## src/rtl/imem_loader.sv

```systemverilog
// Instruction memory loader: assembles a checksummed little-endian byte stream into 32-bit
// words, writes them to instruction memory and holds the CPU until the image verifies.
module imem_loader #(
    parameter int unsigned           ADDR_WIDTH = 32,
    parameter int unsigned           MAX_WORDS  = 1024,
    parameter logic [ADDR_WIDTH-1:0] BASE_ADDR  = '0
) (
    input  logic                  clk,
    input  logic                  rst,
    input  logic [7:0]            in_data,
    input  logic                  in_valid,
    output logic                  in_ready,
    input  logic                  start,
    output logic                  im_we,
    output logic [ADDR_WIDTH-1:0] im_addr,
    output logic [31:0]           im_wdata,
    output logic                  cpu_hold,
    output logic                  done,
    output logic                  error,
    output logic [15:0]           word_count
);

    typedef enum logic [2:0] {
        StIdle,
        StHdr,
        StData,
        StCsum,
        StDone,
        StErr
    } state_e;

    state_e      state_q;
    logic [1:0]  byte_cnt_q;
    logic [31:0] hdr_q;
    logic [31:0] word_q;
    logic [7:0]  csum_q;

    logic        accept;
    logic [7:0]  csum_nxt;
    logic [31:0] hdr_nxt;
    logic [31:0] word_nxt;
    logic        last_word;

    always_comb begin
        accept    = in_valid && in_ready;
        csum_nxt  = csum_q ^ in_data;
        // Bytes enter at the top and shift down, so byte 0 lands in [7:0] after four.
        hdr_nxt   = {in_data, hdr_q[31:8]};
        word_nxt  = {in_data, word_q[31:8]};
        last_word = ({16'd0, word_count} + 32'd1) == hdr_q;
    end

    always_ff @(posedge clk or negedge rst) begin
        if (!rst) begin
            state_q    <= StIdle;
            byte_cnt_q <= 2'd0;
            hdr_q      <= '0;
            word_q     <= '0;
            csum_q     <= '0;
            in_ready   <= 1'b0;
            im_we      <= 1'b0;
            im_addr    <= BASE_ADDR;
            im_wdata   <= '0;
            cpu_hold   <= 1'b1;
            done       <= 1'b0;
            error      <= 1'b0;
            word_count <= '0;
        end else begin
            im_we <= 1'b0;
            case (state_q)
                StIdle: begin
                    state_q  <= StHdr;
                    in_ready <= 1'b1;
                end
                StHdr: begin
                    if (accept) begin
                        hdr_q      <= hdr_nxt;
                        csum_q     <= csum_nxt;
                        byte_cnt_q <= byte_cnt_q + 2'd1;
                        if (byte_cnt_q == 2'd3) begin
                            if (hdr_nxt > MAX_WORDS) begin
                                state_q  <= StErr;
                                in_ready <= 1'b0;
                                error    <= 1'b1;
                            end else if (hdr_nxt == '0) begin
                                state_q <= StCsum;
                            end else begin
                                state_q <= StData;
                            end
                        end
                    end
                end
                StData: begin
                    if (accept) begin
                        word_q     <= word_nxt;
                        csum_q     <= csum_nxt;
                        byte_cnt_q <= byte_cnt_q + 2'd1;
                        if (byte_cnt_q == 2'd3) begin
                            im_we      <= 1'b1;
                            im_addr    <= BASE_ADDR + ADDR_WIDTH'({word_count, 2'b00});
                            im_wdata   <= word_nxt;
                            word_count <= word_count + 16'd1;
                            if (last_word) begin
                                state_q <= StCsum;
                            end
                        end
                    end
                end
                StCsum: begin
                    if (accept) begin
                        in_ready <= 1'b0;
                        if (in_data == csum_q) begin
                            state_q  <= StDone;
                            done     <= 1'b1;
                            cpu_hold <= 1'b0;
                        end else begin
                            state_q <= StErr;
                            error   <= 1'b1;
                        end
                    end
                end
                StDone, StErr: begin
                    if (start) begin
                        state_q    <= StHdr;
                        in_ready   <= 1'b1;
                        cpu_hold   <= 1'b1;
                        done       <= 1'b0;
                        error      <= 1'b0;
                        word_count <= '0;
                        csum_q     <= '0;
                        byte_cnt_q <= 2'd0;
                        hdr_q      <= '0;
                        word_q     <= '0;
                    end
                end
                default: begin
                    state_q  <= StIdle;
                    in_ready <= 1'b0;
                end
            endcase
        end
    end

endmodule
```

## config.mk

```make
export PLATFORM = sky130hd
export DESIGN_NAME = imem_loader
export DESIGN_NICKNAME = d
export VERILOG_FILES = /design/src/rtl/imem_loader.sv
export SDC_FILE = /design/constraint.sdc
export NUM_CORES = 1
export LEC_CHECK = 0
export CORE_MARGIN = 4
export CORE_UTILIZATION = 51
export CTS_BUF_LIST = sky130_fd_sc_hd__clkbuf_8
export DETAILED_ROUTE_END_ITERATION = 10
export PLACE_DENSITY = 0.76
export SYNTH_ARGS = -nofsm -noshare
export SYNTH_HDL_FRONTEND = slang
export SYNTH_SLANG_ARGS = --single-unit
```

## constraint.sdc

```tcl
create_clock -name clk -period 2.4 [get_ports clk]
set_input_delay 0.48 -clock clk [delete_from_list [all_inputs] [get_ports clk]]
set_output_delay 0.48 -clock clk [all_outputs]
set_load 0.02 [all_outputs]
```

==> flow_summary.json, run 1 <==
{
  "finalPower_mw": 7.75,
  "synth-seq-cells": 138,
  "r2r_start": "word_count[1]$_DFFE_PN0P_",
  "syn_inst": 769,
  "setup_violations": 0,
  "core_area_um2": 12600,
  "critical_path.startpoint": "word_count[1]$_DFFE_PN0P_",
  "routed_wl_mm": 16.6,
  "die-area_um2": 14800,
  "overflow": 0,
  "path_depth": 7,
  "avgViaCountPerCell": 5.43,
  "reg2reg_depth": 7,
  "drt_iter0_markers": 569,
  "synth_cell_type_count": 56,
  "area_delta_synth_final_pct": 24.2,
  "drive_gt1_share_pct": 12.5,
  "fin_worst_skew_ps": 13.9,
  "pin_count": 97,
  "synth_compound_area_share_pct": 11.5,
  "cp_slowest_stage_delay_ps": 530,
  "multiInputGateArea_um2": 2860,
  "root_buffer": "clkbuf_8",
  "rows": 41,
  "min_period_ps": 2330,
  "maxSlewHeadroom_pct": 25.5,
  "synth_top_family_by_area": "simple AND/OR/NAND/NOR gates",
  "path_class": "register to register",
  "synth_fa_ha_area_share_pct": 0.380,
  "num_vias": 5747,
  "grt_pass1_wl_mm": 27.7,
  "die_h_um": 122,
  "first_pass_iters": 5,
  "antenna_found_initial": 1,
  "drtAntennaViolNets": 0,
  "nets": 889,
  "yosysMostFrequentCell": "nand2_1",
  "hpwlAfterDp_mm": 11.6,
  "ir_drop_v": 0.000749,
  "hold_viol": 1,
  "insertion_delay_ps": 460,
  "regArea_um2": 3460,
  "die_w_um": 122,
  "cap_violations": 0,
  "grt_max_degree": 67,
  "violations": "negative hold slack",
  "synth_mux_area_share_pct": 0.780,
  "fin_hold_ws_ps": -6.63,
  "cpMaxStageDelayCell": "or4b_4",
  "avgSynthCellArea_um2": 8.56,
  "start_util_pct": 52.1,
  "htree_num_levels": 4,
  "async_flop_share_pct": 100,
  "drc": 0,
  "power_density_nw_per_um2": 948,
  "crit_chain": "ha_1, and4_1, nand2_2, o31ai_2, a21oi_1, or4b_4, o41ai_2",
  "synth-edff-count": 0,
  "cts.path.max_buffers": 2,
  "critPathTopFamily": "simple AND/OR/NAND/NOR gates",
  "hold_class": "input pin to asynchronous set/reset pin",
  "io_buffers": 80,
  "yosys.area_share.xor_xnor_pct": 4.13,
  "synth_area_um2": 6580,
  "synth_top_area_share_pct": 52.1,
  "cts_buffers": 17,
  "path_clk_slew_ps": 80,
  "synth.largest_area_cell": "dfrtp_1",
  "worstSetupEndpointType": "register",
  "ys.flop_type": "dfrtp_1",
  "synth.area.top_cells": "dfrtp_1 52%, nand2_1 16%, o21ai_0 4.8%, xnor2_1 3.1%, nand3_1 2.2%",
  "yosys.area_share.simple_pct": 25.3,
  "cp.arrival_ps": 2680,
  "gp_congestion": 0.934,
  "cp_num_buf_inv": 0,
  "tritoncts": "built",
  "yosysWarnings": 0,
  "crit_fanout": 6,
  "fin_crit_sh_pct": 97.0,
  "start_kind": "register",
  "slew_violations": 0,
  "cts.sinks": 138,
  "timing.final.ws_setup_ps": 72.9,
  "worst_pin_slew_ps": 1110,
  "grt_util_all_layers_pct": 23.7,
  "outcome": "finished with violations",
  "clock.fmax_ghz": 0.430,
  "first_global_vias": 5571,
  "wl_per_cell_um": 15.7,
  "place_ws_ps": -218,
  "power.leakage_nw": 3.94,
  "yosysSeqAreaShare_pct": 52.5,
  "crit_required_ps": 2760,
  "fill_cells": 1067,
  "synth_common_cells": "276 x nand2_1, 137 x dfrtp_1, 63 x o21ai_0"
}
-- cell type report --
type,count,area share (%)
flip-flops and latches,138,42.3
multi-input cells,576,34.9
repair buffers,139,15.4
clock buffers,19,3.20
well taps,172,2.63
clock inverters,11,1.33
inverters,3,0.138
diodes,1,0.0306
-- sequential cells by signal (all words and copies together), names as in the netlist, 2 cells and up --
register / count
byte_cnt_q: 2
csum_q: 8
word_count: 16
hdr_q: 32
state_q: 3
im_wdata: 32
word_q: 24
im_addr: 16
-- power breakdown --
group,internal (mW),total [mW],switching (mW),leakage [nW]
Combinational,1.03,2.61,1.58,1.90
Clock,0.947,1.81,0.862,0.198
Sequential,2.85,3.33,0.481,1.84
-- what timing repair did --
item / CTS / global route
endpoints found under the hold margin: 0 / 0
setup endpoints to repair: 0 / 8
hold buffers: 0 / 0
resized for setup: 0 / 6
buffers inserted: 0 / 1
-- cells in the final DEF (no fill, tap or decap), drive strengths merged, types with 19 or more instances in the layout --
cell           count
clkdlybuf4s50     79
dfrtp            137
buf               60
nand3             29
nand2            276
clkbuf            19
o21ai             88
xnor2             23
nor2              36
-- worst reg2reg max path, stage by stage, from the launching register on --
cell,delay (ps)
dfrtp_2,440
ha_1,230
and4_1,320
nand2_2,130
o31ai_2,250
a21oi_1,130
or4b_4,530
o41ai_2,220
-- layer usage --
| metal | routed length (um) | track usage, % | up-vias | share of wire, % |
|---|---|---|---|---|
| met4 | 272 | 9.31 | 0 | 1.6 |
| met2 | 8300 | 37.4 | 216 | 50 |
| li1 | - | - | 2717 | - |
| met5 | 0 | 0 | - | 0 |
| met3 | 1020 | 5.15 | 33 | 6.1 |
| met1 | 7030 | 32.2 | 2781 | 42 |
-- cell families after synthesis --
family | after synthesis
simple gates | 389
flops | 138
compound gates | 133
buf+inv | 70
xor+xnor | 31
mux | 5
fa+ha+maj | 2
other cells | 1
-- worst paths after layout --
check / end / slack, ps
max: state_q[0]$_DFFE_PN0P_ / 70
min in group clk: im_addr[7]$_DFFE_PN0P_ / 470
min: word_q[12]$_DFFE_PN0P_ / -7
max in group asynchronous: csum_q[6]$_DFFE_PN0P_ / 1710
max reg2reg: state_q[0]$_DFFE_PN0P_ / 70
min reg2reg: im_addr[7]$_DFFE_PN0P_ / 470
-- through the flow --
step           utilization, %  std cells  setup TNS, ps  instance area (um2)
2_1_floorplan               -        784              0                 6660
6_report                 64.8       1059              0                 8180
3_5_place_dp             61.6       1027          -4750                 7770
5_1_grt                  64.8       1059          -7.98                 8180
3_3_place_gp             61.6       1027          -2480                 7770
4_1_cts                  64.5       1057              0                 8140
(Power assumes the default switching activity.)
==> run 2: changes to the inputs <==
--- a/config.mk
+++ b/config.mk
@@ -5,6 +5,7 @@
 export SDC_FILE = /design/constraint.sdc
 export NUM_CORES = 1
 export LEC_CHECK = 0
+export ABC_CLOCK_PERIOD_IN_PS = 2400
 export CORE_MARGIN = 4
 export CORE_UTILIZATION = 51
 export CTS_BUF_LIST = sky130_fd_sc_hd__clkbuf_8
==> results of run 2 <==
The final DEF is identical to that of run 1; final timing and power are the same.
==> run 3: changes to the inputs <==
--- a/config.mk
+++ b/config.mk
@@ -14,3 +14,4 @@
 export SYNTH_ARGS = -nofsm -noshare
 export SYNTH_HDL_FRONTEND = slang
 export SYNTH_SLANG_ARGS = --single-unit
+export TNS_END_PERCENT = 100
==> results of run 3 <==
The final DEF is identical to that of run 1; final timing and power are the same.
